[config.mk]
export PLATFORM = sky130hd
export DESIGN_NAME = sr_ff_bank
export DESIGN_NICKNAME = d
export VERILOG_FILES = /design/src/rtl/sr_ff_bank.sv
export SDC_FILE = /design/constraint.sdc
export NUM_CORES = 1
export LEC_CHECK = 0
export CAP_MARGIN = 20
export CORE_MARGIN = 2
export CORE_UTILIZATION = 42
export DETAILED_ROUTE_END_ITERATION = 7
export PLACE_DENSITY_LB_ADDON = 0.15
export RECOVER_POWER = 100
export SETUP_SLACK_MARGIN = 0.4
export SKIP_LAST_GASP = 1
export SLEW_MARGIN = 20
export SYNTH_ARGS = -nofsm -noshare
export SYNTH_HDL_FRONTEND = slang
export SYNTH_SLANG_ARGS = --single-unit
export TNS_END_PERCENT = 1
[constraint.sdc]
create_clock -name clk -period 2.2 [get_ports clk]
set_clock_uncertainty 0.1 [all_clocks]
set_input_delay 0.66 -clock clk [delete_from_list [all_inputs] [get_ports clk]]
set_output_delay 0.66 -clock clk [all_outputs]
set_load 0.02 [all_outputs]
[src/rtl/sr_ff_bank.sv]
// sr_ff_bank
// Bank of WIDTH registered set/reset flip-flops sharing one clock, enable
// and synchronous clear. Each channel behaves as an SR flip-flop (MODE=0)
// or a JK flip-flop (MODE=1). In SR mode the S=R=1 condition resolves per
// SR_POLICY and is recorded as a sticky per-channel conflict flag and in a
// saturating count of conflicting cycles.
//
// Ports:
//   clk          in   rising-edge clock
//   rst_n        in   asynchronous active-low reset
//   en           in   update enable (Q, conflict, conflict_cnt hold when low)
//   sync_clr     in   synchronous load of RESET_VAL into Q, overrides en
//   S, R         in   per-channel set/reset (J/K in MODE 1)
//   conflict_clr in   synchronous clear of conflict and conflict_cnt
//   Q            out  registered state
//   Qbar         out  always ~Q
//   conflict     out  sticky per-channel S=R=1 flag
//   conflict_cnt out  saturating count of cycles with any conflict
module sr_ff_bank #(
  parameter int                 WIDTH         = 8,
  parameter int                 MODE          = 0,
  parameter int                 SR_POLICY     = 0,
  parameter int                 ACTIVE_LOW_IN = 0,
  parameter logic [WIDTH-1:0]   RESET_VAL     = {WIDTH{1'b0}},
  parameter int                 CNT_W         = 8
) (
  input  logic             clk,
  input  logic             rst_n,
  input  logic             en,
  input  logic             sync_clr,
  input  logic [WIDTH-1:0] S,
  input  logic [WIDTH-1:0] R,
  input  logic             conflict_clr,
  output logic [WIDTH-1:0] Q,
  output logic [WIDTH-1:0] Qbar,
  output logic [WIDTH-1:0] conflict,
  output logic [CNT_W-1:0] conflict_cnt
);

  localparam logic [CNT_W-1:0] CNT_MAX = {CNT_W{1'b1}};
  localparam logic [CNT_W-1:0] CNT_ONE = CNT_W'(1);

  logic [WIDTH-1:0] r_q;
  logic [WIDTH-1:0] r_conf;
  logic [CNT_W-1:0] r_cnt;

  logic [WIDTH-1:0] w_s;
  logic [WIDTH-1:0] w_r;
  logic [WIDTH-1:0] w_q_next;
  logic [WIDTH-1:0] w_conf_vec;
  logic             w_any_conf;

  assign w_s = (ACTIVE_LOW_IN != 0) ? ~S : S;
  assign w_r = (ACTIVE_LOW_IN != 0) ? ~R : R;

  // Per-channel next state assuming the update is enabled.
  always_comb begin
    w_q_next = r_q;
    for (int i = 0; i < WIDTH; i++) begin
      unique case ({w_s[i], w_r[i]})
        2'b10:   w_q_next[i] = 1'b1;
        2'b01:   w_q_next[i] = 1'b0;
        2'b11: begin
          if (MODE == 1)           w_q_next[i] = ~r_q[i];
          else if (SR_POLICY == 1) w_q_next[i] = 1'b1;
          else if (SR_POLICY == 2) w_q_next[i] = 1'b0;
          else                     w_q_next[i] = r_q[i];
        end
        default: w_q_next[i] = r_q[i];
      endcase
    end
  end

  // A conflict only counts when the flops would actually have updated from
  // S/R in SR mode; a pending sync_clr or a disabled cycle never flags.
  assign w_conf_vec = (MODE == 0 && en && !sync_clr) ? (w_s & w_r) : '0;
  assign w_any_conf = |w_conf_vec;

  always_ff @(posedge clk or negedge rst_n) begin
    if (!rst_n) begin
      r_q    <= RESET_VAL;
      r_conf <= '0;
      r_cnt  <= '0;
    end else begin
      if (sync_clr)
        r_q <= RESET_VAL;
      else if (en)
        r_q <= w_q_next;

      // A clear coinciding with a new event keeps only that event.
      if (conflict_clr) begin
        r_conf <= w_conf_vec;
        r_cnt  <= w_any_conf ? CNT_ONE : '0;
      end else if (w_any_conf) begin
        r_conf <= r_conf | w_conf_vec;
        if (r_cnt != CNT_MAX)
          r_cnt <= r_cnt + CNT_ONE;
      end
    end
  end

  assign Q            = r_q;
  assign Qbar         = ~r_q;
  assign conflict     = r_conf;
  assign conflict_cnt = r_cnt;

endmodule

After elaboration in Yosys (flattened, before gate mapping)
Index checks and enable logic that the tools add are counted.
{"block": "totals", "reg_bits": 24, "out_inout_bits": 32}
{"block": "op_classes", "reduce_logical": 23, "n_bitwise": 3, "muxes": 17, "eq_ne": 17, "n_addsub": 1}
{"op": "$mux 8", "count": 8}
{"op": "$reduce_bool 3->1", "count": 8}
{"op": "$reduce_and 2->1", "count": 9}
{"op": "$eq 2x1->1 const B", "count": 8}
{"op": "$eq 2x2->1 const B", "count": 8}
{"op": "$pmux 1 s2", "count": 8}
{"op": "$add 8x1->8 const B", "count": 1}
{"op": "$and 8x8->8", "count": 1}
{"op": "$ne 8x8->1 const B", "count": 1}
{"op": "$not 8->8", "count": 1}
{"op": "$or 8x8->8", "count": 1}
{"op": "$reduce_or 8->1", "count": 1}
{"op": "$reduce_bool 2->1", "count": 3}
{"op": "$logic_and 1x1->1", "count": 1}
{"op": "$logic_not 1->1", "count": 1}
{"op": "$mux 1", "count": 1}

Depth between registers and ports, before layout
{"block": "depth", "word_depth": 6, "depth_mapped": 6, "ltp_nobuf": 5}

Worst setup path before layout
No wires, ideal clock.
{"block": "synth_path", "kind": "input port to flip-flop", "startpoint": "in sync_clr", "endpoint": "reg r_cnt[4], in the netlist conflict_cnt[4]", "n_path_buf": 1, "path_slack_ns": 0.236, "setup_ns": 0.078, "arrival_ns": 1.786, "cell_stages": 5, "cell_sequence": "buf_2 nand2b_1 a21o_1 or4_1 a21oi_1"}
{"block": "synth_between", "elab_chain_cells": 6}
{"item": "from (decl)", "line_no": "30", "rtl": "input logic sync_clr,"}
{"item": "$logic_not 1->1", "line_no": "76", "rtl": "assign w_conf_vec = (MODE == 0 && en && !sync_clr) ? (w_s & w_r) : '0;"}
{"item": "$logic_and 1x1->1", "line_no": "76"}
{"item": "$mux 8", "line_no": "76"}
{"item": "$reduce_or 8->1", "line_no": "77", "rtl": "assign w_any_conf = |w_conf_vec;"}
{"item": "$reduce_bool 2->1 (no source line)"}
{"item": "$reduce_and 2->1 (no source line)"}
{"item": "to (signal assigned)", "line_no": "93", "rtl": "r_cnt <= w_any_conf ? CNT_ONE : '0;"}
{"item": "to (signal assigned)", "line_no": "97", "rtl": "r_cnt <= r_cnt + CNT_ONE;"}
{"item": "to (decl)", "line_no": "45", "rtl": "logic [CNT_W-1:0] r_cnt;"}
Every way passes these cells.
A chain may end at the register's enable or synchronous reset.

Worst setup path after layout
{"block": "layout_path", "startpoint": "reg r_cnt[3], in the netlist conflict_cnt[3]", "endpoint": "out conflict_cnt[3]"}
{"item": "to (decl)", "line_no": "37", "rtl": "output logic [CNT_W-1:0] conflict_cnt"}
No word-level cell between the ends.

==> flow_metrics.py <==
metrics = {
    "outcome": {
        "outcome": "finished, final reports clean",
    },
    "detailed_routing": {
        "vias": 1364,
        "wirelength_um": 3590,
        "firstDrtPassIters": 4,
        "postRouteAntennaNets": 0,
        "post_drt_wl_per_cell_um": 13.9,
        "drt-vias-per-instance": 5.29,
        "drt-initial-drc-count": 49,
        "drc_errors": 0,
    },
    "timing": {
        "worst_slew_margin_rel": 0.595,
        "hold_ws_ps": 437,
        "fmax_mhz": 504,
        "tns_ps": 0,
        "setup_viol": 0,
        "slew_violations": 0,
        "setup_ws_ps": 214,
        "fin_crit_sh": 0.903,
        "max_slew.worst_pin.slew_ps": 608,
        "min_period_ps": 1990,
        "hold_viol": 0,
        "rsz0062_at_grt": "yes",
    },
    "placement": {
        "dp.cells": 239,
        "place_hpwl_um": 2580,
        "gp_congestion": 0.767,
        "portBuffers": 52,
        "pre_cts_ws_ps": -185,
    },
    "logic_synthesis": {
        "synthTopCellsByArea": "dfrtp_1 49%, nand2_1 8.2%, a21oi_1 5.3%, inv_1 4.9%, o22ai_1 4.0%",
        "yosys_most_used_dff": "dfrtp_1",
        "synth_seq_cells": 24,
        "synth_nets": 164,
        "synth_common_cells": "27 x nand2_1, 24 x dfrtp_1, 16 x inv_1",
        "ys_warn_count": 0,
        "synth_edf_count": 0,
        "syn-cell-area_um2": 1240,
        "synth_top_area_frac": 0.486,
        "ys_types": 34,
        "yosysMostFrequentCell": "nand2_1",
        "postSynthAreaPerCell_um2": 8.71,
        "ys_async_sr_fraction": 1.00,
        "yosys.area.top_type": "dfrtp_1",
        "yosysSeqAreaShare": 0.486,
        "synthCells": 142,
    },
    "min_path": {
        "hold_class": "reg -> reg",
        "min_to": "conflict[3]",
        "min_from": "conflict[3]",
        "whs_path_depth": 2,
    },
    "power_and_ir_drop": {
        "powerDensity_nw_per_um2": 486,
        "ir_drop_uv": 428,
        "p_leak_nw": 0.956,
    },
    "setup_path": {
        "reg2reg_to": "conflict_cnt[0]",
        "worstPathRequired_ps": 1440,
        "cp_slowest_cell": "dfrtp_1",
        "path_max_fanout": 6,
        "path_depth": 1,
        "reg2reg_depth": 5,
        "crit_path_cell_trace": "clkdlybuf4s25_1",
        "crit_path_end_kind": "output pin",
        "criticalPathCategory": "reg -> out",
        "timing.rr.start": "conflict_cnt[0]",
        "r2r_slack_ps": 480,
        "cp.arrival_ps": 1230,
        "crit_family": "flip-flops",
        "path_buf_inv": 1,
        "worst_setup_path_start_kind": "flop",
        "max_stage_delay_ps": 480,
    },
    "run": {
        "cap_violations": 0,
    },
    "cells_and_area": {
        "antennaDiodeCount": 0,
        "final_cells": 258,
        "final_nets": 250,
        "area_delta_synth_final_pct": 60.9,
        "drive_above_1_share": 0.163,
        "n_fill_cell": 245,
    },
    "global_routing": {
        "antenna_found_initial": 0,
        "grt_pass1_wl_um": 6010,
        "grt_max_degree": 25,
        "overflow": 0,
        "track_usage": 0.233,
        "grt_pass1_vias": 1397,
    },
    "clock_tree": {
        "clockRootBuffer": "clkbuf_4",
        "postCtsHoldBufs": 0,
        "path_clk_slew_ps": 140,
        "h-tree-depth": 1,
        "cts_sinks": 24,
        "cts_buffers": 3,
        "clk_path_buf_depth": 2,
        "clkLatencyLatePin_ps": 330,
        "cts_tree": "built",
    },
    "floorplan": {
        "placementRows": 19,
        "core_um2": 2780,
        "num_io_pins": 53,
        "start_util": 0.444,
        "dieArea_um2": 3390,
        "die_w_um": 58.3,
        "die_y_um": 58.3,
    },
}
registers in the layout, summed over array words and instances, names as in the netlist:
register      flops
conflict          8
conflict_cnt      8
Q                 8
per-stage QoR:
stage | total power, mW | util | instance area (µm²)
final | 0.967 | 0.715 | 1990
after CTS | 0.981 | 0.734 | 2040
after detailed placement | 0.743 | 0.692 | 1920
after global routing | 1.01 | 0.715 | 1990
after global placement | 0.735 | 0.692 | 1920
after floorplan | 0.592 | - | 1250
cell families after synthesis:
logic type               Yosys count  synth area share
AO/OA/AOI/OAI                     39             0.188
adder cells (fa/ha/maj)            1            0.0101
XOR/XNOR                           2            0.0142
buffers and inverters             21            0.0658
AND/OR/NAND/NOR                   55             0.236
flip-flops                        24             0.486
power breakdown:
| group | internal [mW] | total [mW] | switching [mW] |
|---|---|---|---|
| Clock | 0.102 | 0.248 | 0.146 |
| Combinational | 0.114 | 0.240 | 0.127 |
| Sequential | 0.462 | 0.478 | 0.0166 |
| Total | 0.677 | 0.967 | 0.290 |
cell type report:
class                   count  area (µm²)  area share
repair buffers             86         697       0.350
flip-flops and latches     24         601       0.302
inverters                  16        60.1      0.0302
well taps                  31        38.8      0.0195
clock buffers               4        36.3      0.0182
multi-input cells          97         557       0.280
worst max path at each step:
stage / startpoint / to / slack [ps]
floorplan: sync_clr / conflict_cnt[3] / 390
global placement: R[3] / conflict_cnt[4] / -150
detailed placement: R[7] / conflict_cnt[4] / -180
CTS: Q[6] / Q[6] / 330
global route: R[3] / conflict_cnt[6] / 130
finish: conflict_cnt[3] / conflict_cnt[3] / 210
per-layer routing:
metal	global-route usage	up-vias	wire, µm
li1	-	657	-
met1	0.261	651	1400
met2	0.425	49	1900
met3	0.0379	7	228
met4	0.113	0	70
met5	0	-	0
worst min-delay path, stage by stage (launching register included):
cell     delay, ps
dfrtp_1        400
inv_1           50
o22ai_1         60
cell usage in the layout (no fill, tap or decap), types with 2 or more instances in the layout:
cell type / synthesis / routed
clkbuf_4: 0 / 8
clkbuf_1: 3 / 8
nand4b_1: 2 / 2
clkdlybuf4s25_1: 0 / 15
a311oi_1: 2 / 2
a21oi_1: 13 / 14
dfrtp_1: 24 / 24
buf_4: 0 / 22
o22ai_1: 8 / 8
nand2_1: 27 / 26
o21ai_0: 9 / 9
nand2b_1: 2 / 2
inv_1: 16 / 16
dlygate4sd2_1: 0 / 33
nor2_1: 3 / 3
nand3_1: 2 / 2
and4_4: 2 / 2
nor2b_1: 6 / 6
a211oi_1: 2 / 2
nor3_1: 2 / 2
what timing repair did:
| action | 4_1_cts | 5_1_grt |
|---|---|---|
| setup endpoints to repair | 39 | 40 |
| buffers inserted | 15 | 0 |
| resized for setup | 80 | 3 |
| pin swaps | 12 | 0 |
No activity file was read; power rests on OpenSTA's default activity.
